**config.mk**
```make
export PLATFORM = sky130hd
export DESIGN_NAME = demux_1_4_8_bit_v
export DESIGN_NICKNAME = d
export VERILOG_FILES = /design/src/rtl/demux_1_4_8_bit_v.sv
export SDC_FILE = /design/constraint.sdc
export NUM_CORES = 1
export LEC_CHECK = 0
export ABC_AREA = 1
export BUFFER_PORTS_ARGS = -buffer_cell sky130_fd_sc_hd__buf_2
export CAP_MARGIN = 25
export CORE_MARGIN = 1.5
export CORE_UTILIZATION = 57
export DETAILED_ROUTE_END_ITERATION = 10
export GPL_ROUTABILITY_DRIVEN = 0
export PLACE_DENSITY = 0.85
export SLEW_MARGIN = 5
export SYNTH_ARGS = -nofsm -noshare
export SYNTH_HDL_FRONTEND = slang
export SYNTH_SLANG_ARGS = --single-unit
```
**constraint.sdc**
```tcl
create_clock -name i_clk -period 3.7 [get_ports i_clk]
set_input_delay 0.185 -clock i_clk [delete_from_list [all_inputs] [get_ports i_clk]]
set_output_delay 0.185 -clock i_clk [all_outputs]
set_load 0.005 [all_outputs]
```
**src/rtl/demux_1_4_8_bit_v.sv**
```systemverilog
// Registered 1-to-4 demultiplexer with valid/ready handshakes.
// Each accepted input byte goes to one output channel, chosen either by an
// explicit select code or by a round-robin pointer. Each channel is a
// one-entry output register that can be drained and reloaded in the same
// cycle, so every channel sustains one byte per cycle.
//
// Handshake rule (input and every output channel): a transfer happens on a
// rising edge where valid and ready are both 1. The producer holds data and
// valid until that happens. o_ready never looks at i_valid.
module demux_1_4_8_bit_v #(
  parameter int WIDTH = 8,
  parameter int CNT_W = 16
) (
  input  logic             i_clk,
  input  logic             i_rst,
  input  logic             i_en,
  input  logic             i_valid,
  output logic             o_ready,
  input  logic [WIDTH-1:0] i_data,
  input  logic [1:0]       i_sel_code,
  input  logic             i_rr_mode,
  output logic [WIDTH-1:0] o_code_0,
  output logic [WIDTH-1:0] o_code_1,
  output logic [WIDTH-1:0] o_code_2,
  output logic [WIDTH-1:0] o_code_3,
  output logic [3:0]       o_valid,
  input  logic [3:0]       i_ready,
  output logic [1:0]       o_rr_ptr,
  output logic [CNT_W-1:0] o_xfer_cnt
);

  logic [WIDTH-1:0] data_q [4];
  logic [WIDTH-1:0] data_d [4];
  logic [3:0]       valid_q;
  logic [3:0]       valid_d;
  logic [1:0]       rr_ptr_q;
  logic [1:0]       rr_ptr_d;
  logic [CNT_W-1:0] cnt_q;
  logic [CNT_W-1:0] cnt_d;

  logic [1:0] tgt;
  logic       accept;

  // Target channel and input-side handshake.
  always_comb begin
    tgt     = i_rr_mode ? rr_ptr_q : i_sel_code;
    o_ready = i_en & (~valid_q[tgt] | i_ready[tgt]);
    accept  = i_valid & o_ready;
  end

  // Next state: load the target channel, drain the others, advance counters.
  always_comb begin
    data_d   = data_q;
    valid_d  = valid_q;
    rr_ptr_d = rr_ptr_q;
    cnt_d    = cnt_q;
    for (int k = 0; k < 4; k++) begin
      if (accept && (tgt == 2'(k))) begin
        // A load wins over a drain on the same channel, keeping valid high.
        data_d[k]  = i_data;
        valid_d[k] = 1'b1;
      end else if (valid_q[k] && i_ready[k]) begin
        // Data register keeps its value; only the valid flag drops.
        valid_d[k] = 1'b0;
      end
    end
    if (accept) begin
      cnt_d = cnt_q + 1'b1;
      if (i_rr_mode) begin
        rr_ptr_d = rr_ptr_q + 2'd1;
      end
    end
  end

  // State registers with asynchronous clear.
  always_ff @(posedge i_clk or posedge i_rst) begin
    if (i_rst) begin
      for (int k = 0; k < 4; k++) begin
        data_q[k] <= '0;
      end
      valid_q  <= 4'b0000;
      rr_ptr_q <= 2'd0;
      cnt_q    <= '0;
    end else begin
      data_q   <= data_d;
      valid_q  <= valid_d;
      rr_ptr_q <= rr_ptr_d;
      cnt_q    <= cnt_d;
    end
  end

  // Output data is forced to zero on idle channels.
  always_comb begin
    o_code_0   = valid_q[0] ? data_q[0] : '0;
    o_code_1   = valid_q[1] ? data_q[1] : '0;
    o_code_2   = valid_q[2] ? data_q[2] : '0;
    o_code_3   = valid_q[3] ? data_q[3] : '0;
    o_valid    = valid_q;
    o_rr_ptr   = rr_ptr_q;
    o_xfer_cnt = cnt_q;
  end

endmodule
```
; Yosys cells after proc, flatten, opt, wreduce, memory -nomap -nowiden
; Cells that the tools add are included.
[op_classes]
n_addsub = 2
order_cmp = 1
n_eq_ne = 3
mux = 17
n_bitwise = 4
n_reduce_logical = 14
[ops]
columns = op, count
row1 = $mux W8, 4
row2 = $add A16 B1 Y16 const B, 1
row3 = $mux W1, 10
row4 = $logic_and A1 B1 Y1, 8
row5 = $reduce_bool A2 Y1, 4
row6 = $bmux W1 S2, 2
row7 = $eq A2 B2 Y1 const B, 2
row8 = $lt A2 B3 Y1 const B, 1
row9 = $add A2 B1 Y2 const B, 1
row10 = $and A1 B1 Y1, 2
row11 = $eq A2 B1 Y1 const B, 1
row12 = $logic_not A2 Y1, 1
row13 = $mux W2, 1
row14 = $reduce_and A2 Y1, 1
row15 = $not A1 Y1, 1
row16 = $or A1 B1 Y1, 1
[totals]
reg_bits = 54
inputBits = 19
out_inout_bits = 55
elab_cells = 51

; Depth between registers and ports, before layout
; Gate-level depths: netlist of the first run.
[depth]
word_depth = 9
mapped_depth = 13
mapped_depth_nobuf = 12

; Least setup slack after synthesis of the first run
; OpenSTA, ideal clock, no wires.
[synth_timing]
kind = register -> register
startpoint = register rr_ptr_q[0] (netlist: o_rr_ptr[0])
endpoint = register cnt_q[9] (netlist: o_xfer_cnt[9])
setup_time_ns = 0.117
t_arrival_ns = 1.501
t_required_ns = 3.583
setup_slack_ns = 2.082
path_stages_with_launch = 12
path_buffers = 1
period_less_slack_ns = 1.618
cell_sequence = dfrtp_1 -> nand2_1 -> nand2_2 -> nand2_1 -> nand2_1 -> nand2_1 -> nand2_1 -> a21oi_4 -> nand2_2 -> buf_2 -> nand2_1 -> nand2_1
[synth_between]
elab_chain_cells = 7
elab_cells_between_ends = 9
classes_between = mux (5) / bitwise (4)
[synth_rtl]
columns = element, line
row1 = "start, declared", 36  ; logic [1:0] rr_ptr_q;
row2 = "start signal, assigned", 87  ; rr_ptr_q <= rr_ptr_d;
row3 = $mux W2 *, 46  ; tgt = i_rr_mode ? rr_ptr_q : i_sel_code;
row4 = $bmux W1 S2, 47  ; o_ready = i_en & (~valid_q[tgt] | i_ready[tgt]);
row5 = $mux W1 (not written as such), 47
row6 = $not A1 Y1, 47
row7 = $or A1 B1 Y1 *, 47
row8 = $and A1 B1 Y1 *, 47
row9 = $and A1 B1 Y1 *, 48  ; accept = i_valid & o_ready;
row10 = "end signal, assigned", 88  ; cnt_q <= cnt_d;
row11 = "end, declared", 38  ; logic [CNT_W-1:0] cnt_q;
; Mark *: on every way between the ends. The rest lies on a longest branch, timed or not. The select of a mux whose other input is x is not followed.
; A chain may end at the register's enable or synchronous reset.

; Worst setup path in the final report of the first run
[layout_timing]
startpoint = register rr_ptr_q[0] (netlist: o_rr_ptr[0])
endpoint = register data_q[20] in the netlist's numbering
[layout_between]
elab_chain_cells = 8
elab_cells_between_ends = 11
classes_between = eq/ne (1) / mux (5) / bitwise (4) / reduce/logical (1)
[layout_rtl]
columns = element, line
row1 = $mux W2 *, 46
row2 = $bmux W1 S2, 47
row3 = $mux W1 (not written as such), 47
row4 = $not A1 Y1, 47
row5 = $or A1 B1 Y1, 47
row6 = $and A1 B1 Y1, 47
row7 = $and A1 B1 Y1, 48
row8 = $logic_and A1 B1 Y1 *, 58  ; if (accept && (tgt == 2'(k))) begin
row9 = "end signal, assigned", 85  ; data_q <= data_d;
row10 = "end, declared", 32  ; logic [WIDTH-1:0] data_q [4];
; Marked as above.

==> flow_summary.toml, run 1 <==
[worst_setup_path]
worstSetupPathType = "flip-flop to flip-flop"
start_kind = "flip-flop"
cp-end-kind = "flip-flop"
critPathArrivalTime_ns = 2.55
path_max_fanout = 30
required_ns = 3.95

[grt]
grt_pass1_vias = 2408
grt_pass1_wl_mm = 11.0
track_usage_pct = 26.1
grt_max_degree = 57
grt-ovfl-total = 0
antenna_found_initial = 0

[outcome]
outcome = "finished, final reports clean"

[clock_network]
cts_made_buffers = 5
cts_setup_buffers = 0
cts_tree = "built"
cts_root_buffer = "clkbuf_8"
ctsResizeCount = 0
clock_latency_ns = 0.31
cts_hold_buf = 1
clock_path_buffers = 2
cts_sinks = 54
clk_pin_slew_worst_paths_ns = 0.10
htree_levels = 2

[detailed_routing]
drc = 0
wl_per_cell_um = 13.4
drt-pass1-iter-count = 4
antenna_left = 0
drt_wl_total_mm = 6.96
vias = 2739
drtIter0Drc = 188
viasPerCell = 5.27

[final_layout]
layout_commonest_cell = "nand2_1"
regArea_sq_um = 1350
fill_cells = 404
layout.nets = 473
area_growth_syn_to_layout_pct = 17.2
fin_util_pct = 70.4
layout-drive-gt1-share_pct = 19.9
num_antenna_cells = 0
layout_common_cells = "168 x nand2_1, 73 x buf_2, 54 x dfrtp_1"
multi_input_area_sq_um = 1280

[timing]
worst_clock_skew_ns = 0.00705
rsz0062_at_grt = "false"
setup_violations = 0
fmax_mhz = 434
tns_ns = 0
max_slew_margin_pct = 34.6
tightest_slew_ns = 0.981
finalCritPeriodShare_pct = 62.2
slew_viol_final = 0
layout_min_cycle_time_ns = 2.30
finalHoldViolCount = 0

[die]
row_count = 25
die_area_sq_um = 5480
core_sq_um = 4790
initial_core_util_pct = 60.1
die_x_um = 74.0
io_pins = 74
die_h_um = 74.0

[pwr]
irDropWorstVdd_v = 0.000398
pwr_density_cell_nw_per_um2 = 523
leakage_uw = 0.00216

[job]
timing.max_cap.violations = 0

[synth]
synthCells = 387
yosys_warnings = 0
avgSynthCellArea_sq_um = 7.43
syn_nets = 407
ys_seq_area_share_pct = 47.0
ys_types = 21
synth_seq_cells = 54
syn_area_sq_um = 2880

[worst_hold_path]
hp-class = "primary input to flip-flop"

[placement]
numPortBuffers = 73
place_hpwl_mm = 4.86
==> path summary, 6_finish.rpt <==
kind,cells after the start,end,slack (ns),start
min,2,o_valid[3],0.06,i_ready[3]
max in group asynchronous,4,o_xfer_cnt[0],2.70,i_rst
max reg2reg,10,data_q[20],1.40,o_rr_ptr[0]
max,10,data_q[20],1.40,o_rr_ptr[0]
min in group asynchronous,3,data_q[21],0.46,i_rst
min reg2reg,2,data_q[31],0.49,data_q[31]
==> per-stage QoR <==
stage	hold WS, ns	setup WS (ns)	area, sq um	power (uW)	cells
6_report	0.0614	1.40	3370	1760	520
5_1_grt	0.0730	1.20	3370	1890	520
4_1_cts	0.0586	1.43	3370	1760	520
3_5_place_dp	0.264	1.46	3280	1450	512
3_3_place_gp	0.393	1.61	3260	1420	511
2_1_floorplan	0.281	2.08	2880	1270	387
==> cell type report <==
class | count | area share [%]
multi-input combinational | 269 | 37.9
tap | 67 | 2.49
inverter | 47 | 5.24
clock inverter | 2 | 0.297
sequential | 54 | 40.1
timing repair buffer | 76 | 12.0
clock buffer | 5 | 2.04
==> registers in the layout, indices dropped and copies added (netlist names) <==
| signal | count |
|---|---|
| data_q | 32 |
| o_xfer_cnt | 16 |
| o_valid | 4 |
| o_rr_ptr | 2 |
==> kinds of logic (layout without fill, tap and decap cells) <==
kind of cell    count (synthesis)  in the layout  synth area share [%]
compound gates                  6              6                  1.44
xor+xnor                       14             14                  4.26
fa+ha+maj                       1              1                 0.435
buf+inv                        64            130                  8.62
flops                          54             54                  47.0
simple gates                  248            248                  38.3
==> power by group <==
part | internal, uW | switching (uW) | total (uW) | leakage [uW]
registers | 792 | 146 | 939 | 0.000698
logic | 205 | 298 | 503 | 0.00142
clock network | 128 | 192 | 319 | 0.0000438
==> layer usage <==
layer / GRT usage [%] / wire length (um) / vias up
li1: - / - / 1352
met1: 34.0 / 2900 / 1275
met2: 44.4 / 3480 / 101
met3: 2.98 / 449 / 11
met4: 10.9 / 125 / 0
met5: 0 / 0 / -
==> Yosys cell counts <==
master      n  area share, %
clkinv_1    2           0.26
inv_1      45            5.9
ha_1        1           0.44
nand4_2     4            1.7
xor2_1      7            2.1
nand2_1   168             22
o21ai_1     1           0.17
buf_1       2           0.26
nand3b_1    2           0.52
a21oi_4     1           0.57
nor4_1      1           0.22
nand3_1    24            4.2
nand4_1    35            7.6
buf_2       6            1.0
nand2_2     2           0.44
o21ai_0     4           0.70
nor2_1     11            1.4
dfrtp_1    54             47
clkbuf_1    9            1.2
xnor2_1     7            2.1
nor3_1      1           0.17
==> critical path: stages, from the launching register on <==
cell and delay, ns:
dfrtp_1 0.44, nand2_1 0.17, nand2_2 0.14, nand2_1 0.08
nand2_1 0.07, nand2_1 0.07, nand2_1 0.11, a21oi_4 0.50
buf_4 0.41, nand4_1 0.14, nand2_1 0.11
Power figures use the tool's default switching activity.
==> run 2: changes to the inputs <==
--- a/config.mk
+++ b/config.mk
@@ -5,14 +5,14 @@
 export SDC_FILE = /design/constraint.sdc
 export NUM_CORES = 1
 export LEC_CHECK = 0
-export ABC_AREA = 1
+export ABC_AREA = 0
 export BUFFER_PORTS_ARGS = -buffer_cell sky130_fd_sc_hd__buf_2
 export CAP_MARGIN = 25
 export CORE_MARGIN = 1.5
-export CORE_UTILIZATION = 57
+export CORE_UTILIZATION = 46
 export DETAILED_ROUTE_END_ITERATION = 10
 export GPL_ROUTABILITY_DRIVEN = 0
-export PLACE_DENSITY = 0.85
+export PLACE_DENSITY = 0.75
 export SLEW_MARGIN = 5
 export SYNTH_ARGS = -nofsm -noshare
 export SYNTH_HDL_FRONTEND = slang
==> constraint.sdc (replaced) <==
create_clock -name i_clk -period 2.1 [get_ports i_clk]
set_input_delay 0.105 -clock i_clk [delete_from_list [all_inputs] [get_ports i_clk]]
set_output_delay 0.105 -clock i_clk [all_outputs]
set_load 0.005 [all_outputs]
==> run 2 against run 1 <==
Routed wire length down 31%. Area after synthesis down 15%. Sequential power up 77%. Cell area down 9.2%. Worst hold slack worse by 0.011 ns. Global-route usage down 8.5 points. Critical path depth down 5. Via count down 39%. Largest power group unchanged. Count of clock-buffer cells in the layout unchanged. Combinational power up 68%. Die area up 5.5%.
==> flow_summary.toml, run 2 <==
[outcome]
outcome = "finished, final reports clean"

[placement]
place_hpwl_mm = 3.61
placed_area_sq_um = 2930
numPortBuffers = 73
dp.cells = 333

[pwr]
p_clk_share_pct = 22.1
power.total_uw = 3220
swShare_pct = 28.8
switchingPower_uw = 929
leakage_uw = 0.00154
intPower_uw = 2290
pwr-share-seq_pct = 51.7
pwr_density_cell_nw_per_um2 = 1050
power_frac_comb_pct = 26.2
irDropWorstVdd_v = 0.000515

[grt]
grt_pass1_wl_mm = 8.07
grt-ovfl-total = 0
grt_pass1_vias = 1619
grt.met2_usage_pct = 28.0
grt-busiest-layer = "met2"
antenna_found_initial = 0
grt_max_degree = 21
met3_usage_pct = 4.79
met1_usage_pct = 24.2
track_usage_pct = 17.6

[clock_network]
clock_latency_ns = 0.31
cts_sinks = 54
clk_pin_slew_worst_paths_ns = 0.11
cts_root_buffer = "clkbuf_8"
htree_levels = 2
clock_path_buffers = 2
cts_made_buffers = 5
cts_tree = "built"

[die]
row_count = 26
die_x_um = 76.1
die_h_um = 76.1
initial_core_util_pct = 47.8
core_sq_um = 5140
die_area_sq_um = 5780
io_pins = 74

[timing]
tightest_slew_ns = 0.515
max_slew_margin_pct = 65.7
fmax_mhz = 503
setup_violations = 0
worst_clock_skew_ns = 0.0122
layout_min_cycle_time_ns = 1.99
finalCritPeriodShare_pct = 94.7
tns_ns = 0
finalHoldViolCount = 0
whs_ns = 0.0506
slew_viol_final = 0

[synth]
avgSynthCellArea_sq_um = 13.1
syn_area_sq_um = 2450
synthCells = 187
synth_seq_cells = 54
syn_nets = 207
synth_edf_count = 0
synth_top_area_cell = "dfrtp_1"
ys_seq_area_share_pct = 55.0
ys_types = 24
netlist_top_cells_count = "54 x dfrtp_1, 34 x and2_1, 19 x mux2_2, 16 x xnor2_1, 14 x mux2_1"
synth-async-reset-ratio_pct = 100
synth.most_common_cell = "dfrtp_1"
ys_top_cells_by_area = "dfrtp_1 55%, mux2_2 8.7%, and2_1 8.7%"
yosys_warnings = 0
synth_top_cell_area_share_pct = 55.0
ys.flop_type = "dfrtp_1"

[detailed_routing]
viasPerCell = 4.87
wl_per_cell_um = 14.0
antenna_left = 0
drt_wl_total_mm = 4.79
drt-pass1-iter-count = 4
drc = 0
drtIter0Drc = 66
vias = 1667

[worst_setup_path]
crit_buf_inv = 1
path_max_fanout = 8
required_ns = 2.00
cpMostUsedCell = "mux2i_1"
start_kind = "flip-flop"
crit_family = "multiplexers"
slowest_delay_ns = 0.44
cp-end-kind = "output pin"
worstSetupPathType = "flip-flop to output pin"
worstPathCellList = "mux2i_4 > mux2i_1 > mux2i_1 > and2_1 > buf_2"
critPathArrivalTime_ns = 1.88
crit_slowest_cell = "dfrtp_1"

[final_layout]
fill_cells = 470
largest_reg_flops = 32
area_growth_syn_to_layout_pct = 24.6
layout_commonest_cell = "buf_2"
layout-drive-gt1-share_pct = 41.5
instances_no_fill = 342
regArea_sq_um = 1350
layout_common_cells = "73 x buf_2, 54 x dfrtp_1, 34 x and2_1"
multi_input_area_sq_um = 1090
layout.nets = 291
design_area_sq_um = 3060
num_antenna_cells = 0
top_register = "data_q"

[worst_hold_path]
hp-class = "primary input to flip-flop"

[job]
timing.max_cap.violations = 0
==> run 2: cell count changes after synthesis, sizes merged, moves of 10 or more <==
cell	before	now
nand3	24	7
inv	45	1
nand4	39	6
nor2	11	1
mux2	0	33
nand2	170	7
and2	0	34
==> run 2: final timing paths <==
check	slack, ns	from	depth (start not counted)	to
worst min-delay path	0.05	i_data[4]	2	data_q[28]
max in group asynchronous	1.17	i_rst	4	o_valid[3]
worst max register to register	0.17	o_rr_ptr[0]	4	o_xfer_cnt[1]
min in group asynchronous	0.34	i_rst	3	data_q[6]
worst min register to register	0.49	data_q[7]	1	data_q[7]
worst max-delay path	0.11	o_rr_ptr[0]	5	o_ready
==> run 2: logic make-up after synthesis <==
kind of cell | count (synthesis) | share of synthesized area, %
muxes | 38 | 17.7
DFF | 54 | 55.0
adders and majority gates | 1 | 0.510
AOI/OAI and AO/OA | 4 | 1.43
xor gates and xnor gates | 17 | 6.07
buffers and inverters | 3 | 0.815
and+or+nand+nor | 70 | 18.5
==> run 2: cell type report <==
class / count / area share [%]
multi-input cells: 130 / 35.5
inverters: 1 / 0.123
clock inverters: 3 / 1.55
clock buffers: 5 / 2.25
flip-flops and latches: 54 / 44.2
repair buffers: 79 / 13.5
well taps: 70 / 2.86
==> run 2: timing repair <==
item                                   in CTS  in global routing
setup endpoints to repair                   0                  1
hold buffers                                1                  0
setup buffers                               0                  0
endpoints found under the hold margin      18                  0
resized for setup                           0                  1
==> run 2: power by group through the flow <==
stage | clock network (uW) | registers [uW] | logic, uW
CTS | 736 | 1670 | 859
global placement | 0 | 1670 | 829
finish | 712 | 1660 | 844
detailed placement | 0 | 1690 | 858
global route | 779 | 1730 | 935
floorplan | 0 | 1630 | 569
==> run 2: layer usage <==
layer	wire length [um]	part of all wire, %
met1	2220	46
met2	2220	46
met3	303	6.3
met4	51	1.1
met5	0	0
==> run 2: per-stage QoR <==
step                      util, %  setup slack [ns]
after floorplan                 -             0.367
after CTS                    59.4            0.0763
final                        59.5             0.112
after global placement       57.0             0.240
after global routing         59.5          -0.00236
after detailed placement     57.0             0.169
